### config.mk
export PLATFORM = sky130hd
export DESIGN_NAME = levinson_seq_ctrl_flat
export DESIGN_NICKNAME = d
export VERILOG_FILES = /design/src/rtl/levinson_pkg.sv /design/src/rtl/levinson_seq_ctrl_if.sv /design/src/rtl/levinson_idx_cnt.sv /design/src/rtl/levinson_seq_ctrl.sv /design/src/flat_wrapper.sv
export SDC_FILE = /design/constraint.sdc
export NUM_CORES = 1
export LEC_CHECK = 0
export CAP_MARGIN = 15
export CORE_ASPECT_RATIO = 0.5
export CORE_MARGIN = 2
export CORE_UTILIZATION = 54
export DETAILED_ROUTE_END_ITERATION = 8
export PLACE_DENSITY = 0.82
export SETUP_SLACK_MARGIN = 0.3
export SLEW_MARGIN = 40
export SYNTH_ARGS = -nofsm -noshare
export SYNTH_HDL_FRONTEND = slang
export SYNTH_SLANG_ARGS = --single-unit
### constraint.sdc
create_clock -name clk -period 4 [get_ports clk]
set_clock_uncertainty 0.1 [all_clocks]
set_input_delay 0.6 -clock clk [delete_from_list [all_inputs] [get_ports clk]]
set_output_delay 0.6 -clock clk [all_outputs]
set_load 0.05 [all_outputs]
### src/rtl/levinson_pkg.sv
// Shared types and constants for the Levinson-Durbin sequencer and its datapath.
// State encoding, index-width helper and datapath mux codes live here.
package levinson_pkg;

   typedef enum logic [3:0] {
      S_IDLE     = 4'd0,
      S_INIT     = 4'd1,
      S_QINIT    = 4'd2,
      S_QACC     = 4'd3,
      S_DIV_REQ  = 4'd4,
      S_DIV_WAIT = 4'd5,
      S_TMP      = 4'd6,
      S_UPD_E    = 4'd7,
      S_UPD_A    = 4'd8,
      S_NEXT     = 4'd9,
      S_DONE     = 4'd10,
      S_FAIL     = 4'd11
   } state_t;

   // a-write source: fresh k, or the a[j] - k*tmp[j] update
   localparam logic OUT_SEL_K   = 1'b0;
   localparam logic OUT_SEL_UPD = 1'b1;

   localparam logic E_SEL_R0    = 1'b0;
   localparam logic E_SEL_UPD   = 1'b1;

   localparam logic Q_SEL_R     = 1'b0;
   localparam logic Q_SEL_ACC   = 1'b1;

   function automatic int idx_w(input int order);
      return (order < 1) ? 1 : $clog2(order + 1);
   endfunction

endpackage

### src/rtl/levinson_seq_ctrl_if.sv
// Control bundle between the Levinson sequencer and the LPC datapath.
// master = sequencer side, slave = datapath/divider side.
interface levinson_seq_ctrl_if #(
   parameter int IDX_W = 4
) ();

   logic             start;
   logic             busy;
   logic             done;
   logic             fail;
   logic [IDX_W-1:0] order_out;
   logic             e_nonpos;
   logic             div_start;
   logic             div_done;
   logic [IDX_W-1:0] r_raddr;
   logic [IDX_W-1:0] a_raddr;
   logic [IDX_W-1:0] a_waddr;
   logic             a_we;
   logic [IDX_W-1:0] tmp_addr;
   logic             tmp_we;
   logic             out_sel;
   logic             e_sel;
   logic             q_sel;
   logic             q_load;
   logic             e_load;
   logic             k_load;

   modport master (
      input  start, e_nonpos, div_done,
      output busy, done, fail, order_out, div_start,
      output r_raddr, a_raddr, a_waddr, a_we,
      output tmp_addr, tmp_we,
      output out_sel, e_sel, q_sel,
      output q_load, e_load, k_load
   );

   modport slave (
      output start, e_nonpos, div_done,
      input  busy, done, fail, order_out, div_start,
      input  r_raddr, a_raddr, a_waddr, a_we,
      input  tmp_addr, tmp_we,
      input  out_sel, e_sel, q_sel,
      input  q_load, e_load, k_load
   );

endinterface

### src/rtl/levinson_idx_cnt.sv
// Loadable down-counter for the inner index j, with zero/one compares.
// Exposes its next value so the sequencer can register addresses ahead.
module levinson_idx_cnt #(
   parameter int W = 4
) (
   input  logic         clk,
   input  logic         reset,
   input  logic         load,
   input  logic         dec,
   input  logic [W-1:0] val,
   output logic [W-1:0] cnt,
   output logic [W-1:0] nxt,
   output logic         zero,
   output logic         one
);

   always_comb begin
      nxt = cnt;
      if (load)
         nxt = val;
      else if (dec)
         nxt = cnt - 1'b1;
   end

   always_ff @(posedge clk or posedge reset) begin
      if (reset)
         cnt <= '0;
      else
         cnt <= nxt;
   end

   assign zero = (cnt == '0);
   assign one  = (cnt == W'(1));

endmodule

### src/rtl/levinson_seq_ctrl.sv
// Levinson-Durbin recursion sequencer: drives r/a/tmp addressing, q/e/k
// loads and the k divider handshake, with abort on non-positive error.
module levinson_seq_ctrl
   import levinson_pkg::*;
#(
   parameter int ORDER = 10,
   parameter int IDX_W = idx_w(ORDER)
) (
   input  logic                clk,
   input  logic                reset,
   levinson_seq_ctrl_if.master bus
);

   typedef struct packed {
      logic             busy;
      logic             done;
      logic             fail;
      logic [IDX_W-1:0] order_out;
      logic             div_start;
      logic [IDX_W-1:0] r_raddr;
      logic [IDX_W-1:0] a_raddr;
      logic [IDX_W-1:0] a_waddr;
      logic             a_we;
      logic [IDX_W-1:0] tmp_addr;
      logic             tmp_we;
      logic             out_sel;
      logic             e_sel;
      logic             q_sel;
      logic             q_load;
      logic             e_load;
   } ctl_t;

   state_t           state;
   state_t           nxt_state;
   logic [IDX_W-1:0] i;
   logic [IDX_W-1:0] nxt_i;
   logic [IDX_W-1:0] j;
   logic [IDX_W-1:0] nxt_j;
   logic [IDX_W-1:0] j_val;
   logic             j_load;
   logic             j_dec;
   logic             j_zero;
   logic             j_one;
   ctl_t             ctl;
   ctl_t             ctl_d;

   levinson_idx_cnt #(
      .W (IDX_W)
   ) u_j (
      .clk   (clk),
      .reset (reset),
      .load  (j_load),
      .dec   (j_dec),
      .val   (j_val),
      .cnt   (j),
      .nxt   (nxt_j),
      .zero  (j_zero),
      .one   (j_one)
   );

   always_comb begin
      nxt_state = state;
      nxt_i     = i;
      j_load    = 1'b0;
      j_dec     = 1'b0;
      j_val     = '0;
      unique case (state)
         S_IDLE: begin
            if (bus.start) begin
               nxt_state = S_INIT;
               nxt_i     = '0;
               j_load    = 1'b1;
            end
         end
         S_INIT:
            nxt_state = S_QINIT;
         S_QINIT: begin
            j_load    = 1'b1;
            j_val     = i;
            nxt_state = (i != '0) ? S_QACC : S_DIV_REQ;
         end
         S_QACC: begin
            j_dec = 1'b1;
            if (j_one)
               nxt_state = S_DIV_REQ;
         end
         S_DIV_REQ: begin
            j_load    = 1'b1;
            j_val     = i;
            nxt_state = bus.e_nonpos ? S_FAIL : S_DIV_WAIT;
         end
         S_DIV_WAIT: begin
            if (bus.div_done)
               nxt_state = (i != '0) ? S_TMP : S_UPD_E;
         end
         S_TMP: begin
            j_dec = 1'b1;
            if (j_one)
               nxt_state = S_UPD_E;
         end
         S_UPD_E: begin
            if (i != '0) begin
               j_load    = 1'b1;
               j_val     = i - 1'b1;
               nxt_state = S_UPD_A;
            end else begin
               nxt_state = S_NEXT;
            end
         end
         S_UPD_A: begin
            if (j_zero)
               nxt_state = S_NEXT;
            else
               j_dec = 1'b1;
         end
         S_NEXT: begin
            nxt_i     = i + 1'b1;
            nxt_state = (i == IDX_W'(ORDER - 1)) ? S_DONE : S_QINIT;
         end
         S_DONE, S_FAIL:
            nxt_state = S_IDLE;
         default: begin
            nxt_state = S_IDLE;
            nxt_i     = '0;
            j_load    = 1'b1;
         end
      endcase
   end

   // Outputs are decoded from the next state so they register in step with it
   always_comb begin
      ctl_d      = '0;
      ctl_d.busy = (nxt_state != S_IDLE);
      unique case (nxt_state)
         S_INIT: begin
            ctl_d.e_sel  = E_SEL_R0;
            ctl_d.e_load = 1'b1;
         end
         S_QINIT: begin
            ctl_d.r_raddr = nxt_i + 1'b1;
            ctl_d.q_sel   = Q_SEL_R;
            ctl_d.q_load  = 1'b1;
         end
         S_QACC: begin
            ctl_d.r_raddr = nxt_j;
            ctl_d.a_raddr = nxt_i - nxt_j;
            ctl_d.q_sel   = Q_SEL_ACC;
            ctl_d.q_load  = 1'b1;
         end
         S_DIV_REQ:
            ctl_d.div_start = 1'b1;
         S_TMP: begin
            ctl_d.a_raddr  = nxt_j - 1'b1;
            ctl_d.tmp_addr = nxt_i - nxt_j;
            ctl_d.tmp_we   = 1'b1;
         end
         S_UPD_E: begin
            ctl_d.a_waddr = nxt_i;
            ctl_d.a_we    = 1'b1;
            ctl_d.out_sel = OUT_SEL_K;
            ctl_d.e_sel   = E_SEL_UPD;
            ctl_d.e_load  = 1'b1;
         end
         S_UPD_A: begin
            ctl_d.a_raddr  = nxt_j;
            ctl_d.a_waddr  = nxt_j;
            ctl_d.tmp_addr = nxt_j;
            ctl_d.a_we     = 1'b1;
            ctl_d.out_sel  = OUT_SEL_UPD;
         end
         S_DONE: begin
            ctl_d.done      = 1'b1;
            ctl_d.order_out = IDX_W'(ORDER);
         end
         S_FAIL: begin
            ctl_d.done      = 1'b1;
            ctl_d.fail      = 1'b1;
            ctl_d.order_out = nxt_i;
         end
         default: ;
      endcase
   end

   always_ff @(posedge clk or posedge reset) begin
      if (reset) begin
         state <= S_IDLE;
         i     <= '0;
         ctl   <= '0;
      end else begin
         state <= nxt_state;
         i     <= nxt_i;
         ctl   <= ctl_d;
      end
   end

   // Divider must never launch on a non-positive error
   assign bus.div_start = ctl.div_start & ~bus.e_nonpos;
   assign bus.k_load    = (state == S_DIV_WAIT) & bus.div_done;

   assign bus.busy      = ctl.busy;
   assign bus.done      = ctl.done;
   assign bus.fail      = ctl.fail;
   assign bus.order_out = ctl.order_out;
   assign bus.r_raddr   = ctl.r_raddr;
   assign bus.a_raddr   = ctl.a_raddr;
   assign bus.a_waddr   = ctl.a_waddr;
   assign bus.a_we      = ctl.a_we;
   assign bus.tmp_addr  = ctl.tmp_addr;
   assign bus.tmp_we    = ctl.tmp_we;
   assign bus.out_sel   = ctl.out_sel;
   assign bus.e_sel     = ctl.e_sel;
   assign bus.q_sel     = ctl.q_sel;
   assign bus.q_load    = ctl.q_load;
   assign bus.e_load    = ctl.e_load;

endmodule

### src/flat_wrapper.sv
// flat-port wrapper written by rule: the top's interface ports become plain ports
module levinson_seq_ctrl_flat import levinson_pkg::*;
#(
   parameter int ORDER = 10,
   parameter int IDX_W = idx_w(ORDER)
)
  (clk, reset, bus_start, bus_e_nonpos, bus_div_done, bus_busy, bus_done, bus_fail, bus_order_out, bus_div_start, bus_r_raddr, bus_a_raddr, bus_a_waddr, bus_a_we, bus_tmp_addr, bus_tmp_we, bus_out_sel, bus_e_sel, bus_q_sel, bus_q_load, bus_e_load, bus_k_load);
  levinson_seq_ctrl_if #(.IDX_W(IDX_W)) bus_i ();
  input  logic clk;
  input  logic reset;
  input wire logic [$bits(bus_i.start)-1:0] bus_start;
  input wire logic [$bits(bus_i.e_nonpos)-1:0] bus_e_nonpos;
  input wire logic [$bits(bus_i.div_done)-1:0] bus_div_done;
  output wire logic [$bits(bus_i.busy)-1:0] bus_busy;
  output wire logic [$bits(bus_i.done)-1:0] bus_done;
  output wire logic [$bits(bus_i.fail)-1:0] bus_fail;
  output wire logic [$bits(bus_i.order_out)-1:0] bus_order_out;
  output wire logic [$bits(bus_i.div_start)-1:0] bus_div_start;
  output wire logic [$bits(bus_i.r_raddr)-1:0] bus_r_raddr;
  output wire logic [$bits(bus_i.a_raddr)-1:0] bus_a_raddr;
  output wire logic [$bits(bus_i.a_waddr)-1:0] bus_a_waddr;
  output wire logic [$bits(bus_i.a_we)-1:0] bus_a_we;
  output wire logic [$bits(bus_i.tmp_addr)-1:0] bus_tmp_addr;
  output wire logic [$bits(bus_i.tmp_we)-1:0] bus_tmp_we;
  output wire logic [$bits(bus_i.out_sel)-1:0] bus_out_sel;
  output wire logic [$bits(bus_i.e_sel)-1:0] bus_e_sel;
  output wire logic [$bits(bus_i.q_sel)-1:0] bus_q_sel;
  output wire logic [$bits(bus_i.q_load)-1:0] bus_q_load;
  output wire logic [$bits(bus_i.e_load)-1:0] bus_e_load;
  output wire logic [$bits(bus_i.k_load)-1:0] bus_k_load;
  assign bus_i.start = bus_start;
  assign bus_i.e_nonpos = bus_e_nonpos;
  assign bus_i.div_done = bus_div_done;
  assign bus_busy = bus_i.busy;
  assign bus_done = bus_i.done;
  assign bus_fail = bus_i.fail;
  assign bus_order_out = bus_i.order_out;
  assign bus_div_start = bus_i.div_start;
  assign bus_r_raddr = bus_i.r_raddr;
  assign bus_a_raddr = bus_i.a_raddr;
  assign bus_a_waddr = bus_i.a_waddr;
  assign bus_a_we = bus_i.a_we;
  assign bus_tmp_addr = bus_i.tmp_addr;
  assign bus_tmp_we = bus_i.tmp_we;
  assign bus_out_sel = bus_i.out_sel;
  assign bus_e_sel = bus_i.e_sel;
  assign bus_q_sel = bus_i.q_sel;
  assign bus_q_load = bus_i.q_load;
  assign bus_e_load = bus_i.e_load;
  assign bus_k_load = bus_i.k_load;
  levinson_seq_ctrl #(.ORDER(ORDER), .IDX_W(IDX_W)) u_core (.clk(clk), .reset(reset), .bus(bus_i));
endmodule
==> results <==
- The share of synthesized flip-flops with an asynchronous set or reset is 100.0%.
- The part of the power in the clock network is between 10% and 20%.
- The critical path goes through inv_1 -> ha_1 -> or3b_1 -> a32o_2 -> xnor2_1 -> a221o_1 -> ha_1 -> inv_1 -> a21oi_1 -> maj3_1 -> xnor2_1 -> a221o_1.
- No sink is reached through more buffers than the 2 on the longest clock path.
- Data on the critical path is required at its endpoint by roughly 4100 ps.
- The post-cts sizing count is 0.
- The final layout contains routed wiring with a total length of roughly 5200 µm.
- In this run the biggest area consumer among cell types represents 44.70% of the synthesized area.
- Synthesis inferred 43 register bits.
- The total number of H-tree levels is 2.
- The ratio of final minimum period to clock period is approximately 87%.
- After synthesis, the cell types taking the most area are dfrtp_1 45%, buf_4 6.2%, ha_1 5.7%.
- The final period demand of the worst path is 3470 ps.
- The endpoint kind of the worst setup timing path is a register.
- The initial utilization of the core area, before any placement, comes to around 55%.
- Cell internal power was estimated by the tool at about 0.0012 W.
- After synthesis the cells add up to 2407 µm².
- Along the worst path, the maximum fanout reaches 6.
- Buffers inserted during clock tree synthesis total 5.
- 37 I/O pins were placed.
- For the pin with the worst max-slew slack, the measured transition is roughly 730 ps.
- The endpoint of the worst register-to-register path is u_core.bus.a_raddr[3]$_DFF_PP0_.
- The number of buffers inserted to repair setup after CTS is 0.
- The largest single stage delay on the critical path is between 400 and 500 ps.
- The post-detailed-route wirelength per cell is approximately 17 µm.
- The flow ran to the end, and the final reports show no timing, DRC or antenna violations.
- The length in cells of the worst reg-to-reg path is 12.
- The initial antenna violation count is 0.
- Detailed placement ended at an HPWL of between 3000 and 4000 µm.
- The average footprint of a synthesized cell is 10.20 µm².
- After routing, the total negative slack on setup checks comes to 0 ps.
- The total congestion overflow after global routing is 0.
- The cell with the most instances after synthesis is dfrtp_1.
- The synthesized netlist net count is ~250.
- The relative contribution of combinational cells to total power is about three fifths.
- The remaining max-slew budget at the tightest pin is about 51%.
- The global placement routability congestion is about 0.84.
- VDD sags by at most about 0.36 mV.
- The number of iterations in the first detailed-routing pass is 4.
- The critical setup path kind is reg2reg.
- Of the total power, the share spent switching nets is 49.32%.
- The final layout contains 270 nets.
- The tightest min-delay check is of the in2async type.
- The largest net degree at the start of global routing is 24.
- The switching power total is around 0.0012 W.
- The largest total area in the synthesized netlist belongs to dfrtp_1.
- The core outline area is about 4300 µm².
- In the final layout, the share of cells above drive strength 1 is 8.661%.
- Counting distinct cell types in the post-synthesis netlist gives 57.
- The floorplan step defined a die boundary enclosing approximately 5000 µm².
- The overall die width is between 90 and 100 µm.
- The repair_antennas step left the layout with diodes totalling 0.
- Data on the critical path arrives at its endpoint at between 3000 and 4000 ps.
- The global router's overall resource usage is between 20% and 30%.
- The startpoint identified for the worst register-to-register timing path is u_core.u_j.cnt[0]$_DFF_PP0_.
- The root buffer cell is clkbuf_8.
- The leading register cell type out of synthesis is dfrtp_1.
- The sequential element share of the synthesized area is between 40% and 50%.
- The detailed router finished its first iteration with 80 violations.
- The number of placement rows is 17.
- The number of max-cap violations is 0.
- The highest clock rate is between 200 and 300 MHz.
- The number of max-slew violations in the final report is 0.
- The worst-path cell with the longest stage delay is a221o_1.
- The hold buffer count at CTS is 0.
- The chip height is slightly above 50 µm.
- Counting flops with a built-in enable in the synthesized netlist gives 0.
- Compared with the post-synthesis result, the final layout area differs by 14.29%.
- The count of buffers added on input and output ports is 36.
- In the synthesized netlist, the number of instances is 236.
- Power spread over the standard cell area amounts to ~900 nW/µm².
- The via count normalized by instance count is between 5 and 6.
- The worst setup path is launched from a register.
- Clock-pin slew was measured on the worst setup and hold paths at ~80 ps.
- The later pin in the worst-skew pair is clocked with a latency of 310 ps.
- The number of non-filler instances in the completed layout is approximately 310.
- TritonCTS built the clock tree.
- The final-report hold violation count is 0.
- For this run, the number of Yosys warnings is 0.
- Setup violations remaining at the end of the flow were counted as 0.
- For this design the static power due to leakage is about 1.3 nW.
- The final route contains between 1.5k and 2k vias.
- The part of the total power dissipated in sequential elements is 28.1%.
- In the routed design, unresolved DRC markers number 0.
- The via count of the first global-routing pass is roughly 1.7k.
- The reg2reg setup slack is 530 ps.
- The number of placed instances with taps included is approximately 300.
- The sink count of the clock tree is 43.
- The detail route stage leaves a number of antenna-violating nets equal to 0.
- The global-route wire length before repair is 8535 µm.
- Setup repair after global routing left no endpoint under its margin.
- In the synthesized netlist, the cells that appear most often are 43 x dfrtp_1, 20 x buf_4, 19 x inv_1, 13 x o21ai_0.
-- routing by layer --
metal  up-vias  global-route usage (%)  wire (µm)
met5         -                       0          0
met4         0                   9.589         61
met3         8                   4.514        351
met2        60                   32.20       2289
met1       847                   33.19       2517
li1        837                       -          -
-- layout by cell type (no fill, tap or decap), types with 3 or more instances in the layout --
cell type,n
a21oi_1,7
a221o_1,4
a22o_1,3
and3_1,4
buf_4,4
clkbuf_8,5
clkdlybuf4s50_1,36
dfrtp_1,43
ha_1,11
inv_1,18
nand2_1,11
nand2b_1,3
nand3_1,5
nor2_1,10
nor2b_1,6
nor3_1,6
o21ai_0,13
o221ai_1,4
xnor2_1,10
xor2_1,3
-- cell type report --
| class | count | area [µm²] |
|---|---|---|
| Clock inverter | 2 | 12.51 |
| Clock buffer | 6 | 72.57 |
| Timing Repair Buffer | 40 | 390.4 |
| Sequential cell | 43 | 1076 |
| Inverter | 19 | 71.32 |
| Fill cell | 363 | 1588 |
| Multi-Input combinational cell | 144 | 1057 |
| Tap cell | 57 | 71.32 |
-- flip-flops by register name, indices dropped and copies added (netlist names), 4 cells and up --
name,flops
u_core.bus.a_raddr,4
u_core.bus.a_waddr,4
u_core.bus.order_out,4
u_core.bus.r_raddr,4
u_core.bus.tmp_addr,4
u_core.i,4
u_core.state,4
u_core.u_j.cnt,4
-- power groups by stage --
stage / Clock (W) / Combinational, W / Sequential, W
2_1_floorplan: 0 / 0.00107 / 0.000722
3_3_place_gp: 0 / 0.00143 / 0.000678
3_5_place_dp: 0 / 0.00144 / 0.000683
4_1_cts: 0.000278 / 0.00145 / 0.000675
5_1_grt: 0.000297 / 0.00158 / 0.000697
6_report: 0.000272 / 0.00146 / 0.000676
-- kinds of logic (layout without fill, tap and decap cells) --
kind of cell             count (synthesis)  in the layout  synth area share, %
AND/OR/NAND/NOR                         64             64                15.44
AO/OA/AOI/OAI                           52             52                15.96
buffers and inverters                   49             67                11.38
flip-flops                              43             43                44.70
adder cells (fa/ha/maj)                 13             13                6.965
XOR/XNOR                                13             13                4.730
multiplexers                             2              2               0.8316
-- through the flow --
step                total power (W)  hold slack (ps)  worst slack [ps]  util [%]  instance area (µm²)
floorplan                  0.001796            510.4             788.8         -                 2407
global placement           0.002104            589.3             550.6     61.45                 2666
detailed placement         0.002125            598.2             500.7     61.45                 2666
CTS                        0.002403            631.0             547.6     63.41                 2751
global route               0.002572            571.0             401.1     63.41                 2751
finish                     0.002409            508.2             530.1     63.41                 2751
-- worst max path at each step --
stage | endpoint | startpoint | slack [ps]
floorplan | u_core.bus.a_raddr[3]$_DFF_PP0_ | u_core.u_j.cnt[0]$_DFF_PP0_ | 790
global placement | u_core.bus.a_raddr[3]$_DFF_PP0_ | bus_start | 550
detailed placement | u_core.bus.a_raddr[3]$_DFF_PP0_ | bus_start | 500
CTS | u_core.bus.a_raddr[3]$_DFF_PP0_ | u_core.u_j.cnt[0]$_DFF_PP0_ | 550
global route | u_core.bus.a_raddr[3]$_DFF_PP0_ | u_core.u_j.cnt[0]$_DFF_PP0_ | 400
finish | u_core.bus.a_raddr[3]$_DFF_PP0_ | u_core.u_j.cnt[0]$_DFF_PP0_ | 530
-- critical path, delay by kind of cell, from the launching register on --
family	cells	cell delay (ps)
AO/OA/AOI/OAI	4	1170
adder cells (fa/ha/maj)	3	810
XOR/XNOR	2	300
AND/OR/NAND/NOR	1	360
buffers and inverters	2	190
flip-flops	1	420
Note: power is estimated with default switching activity, not from simulation.
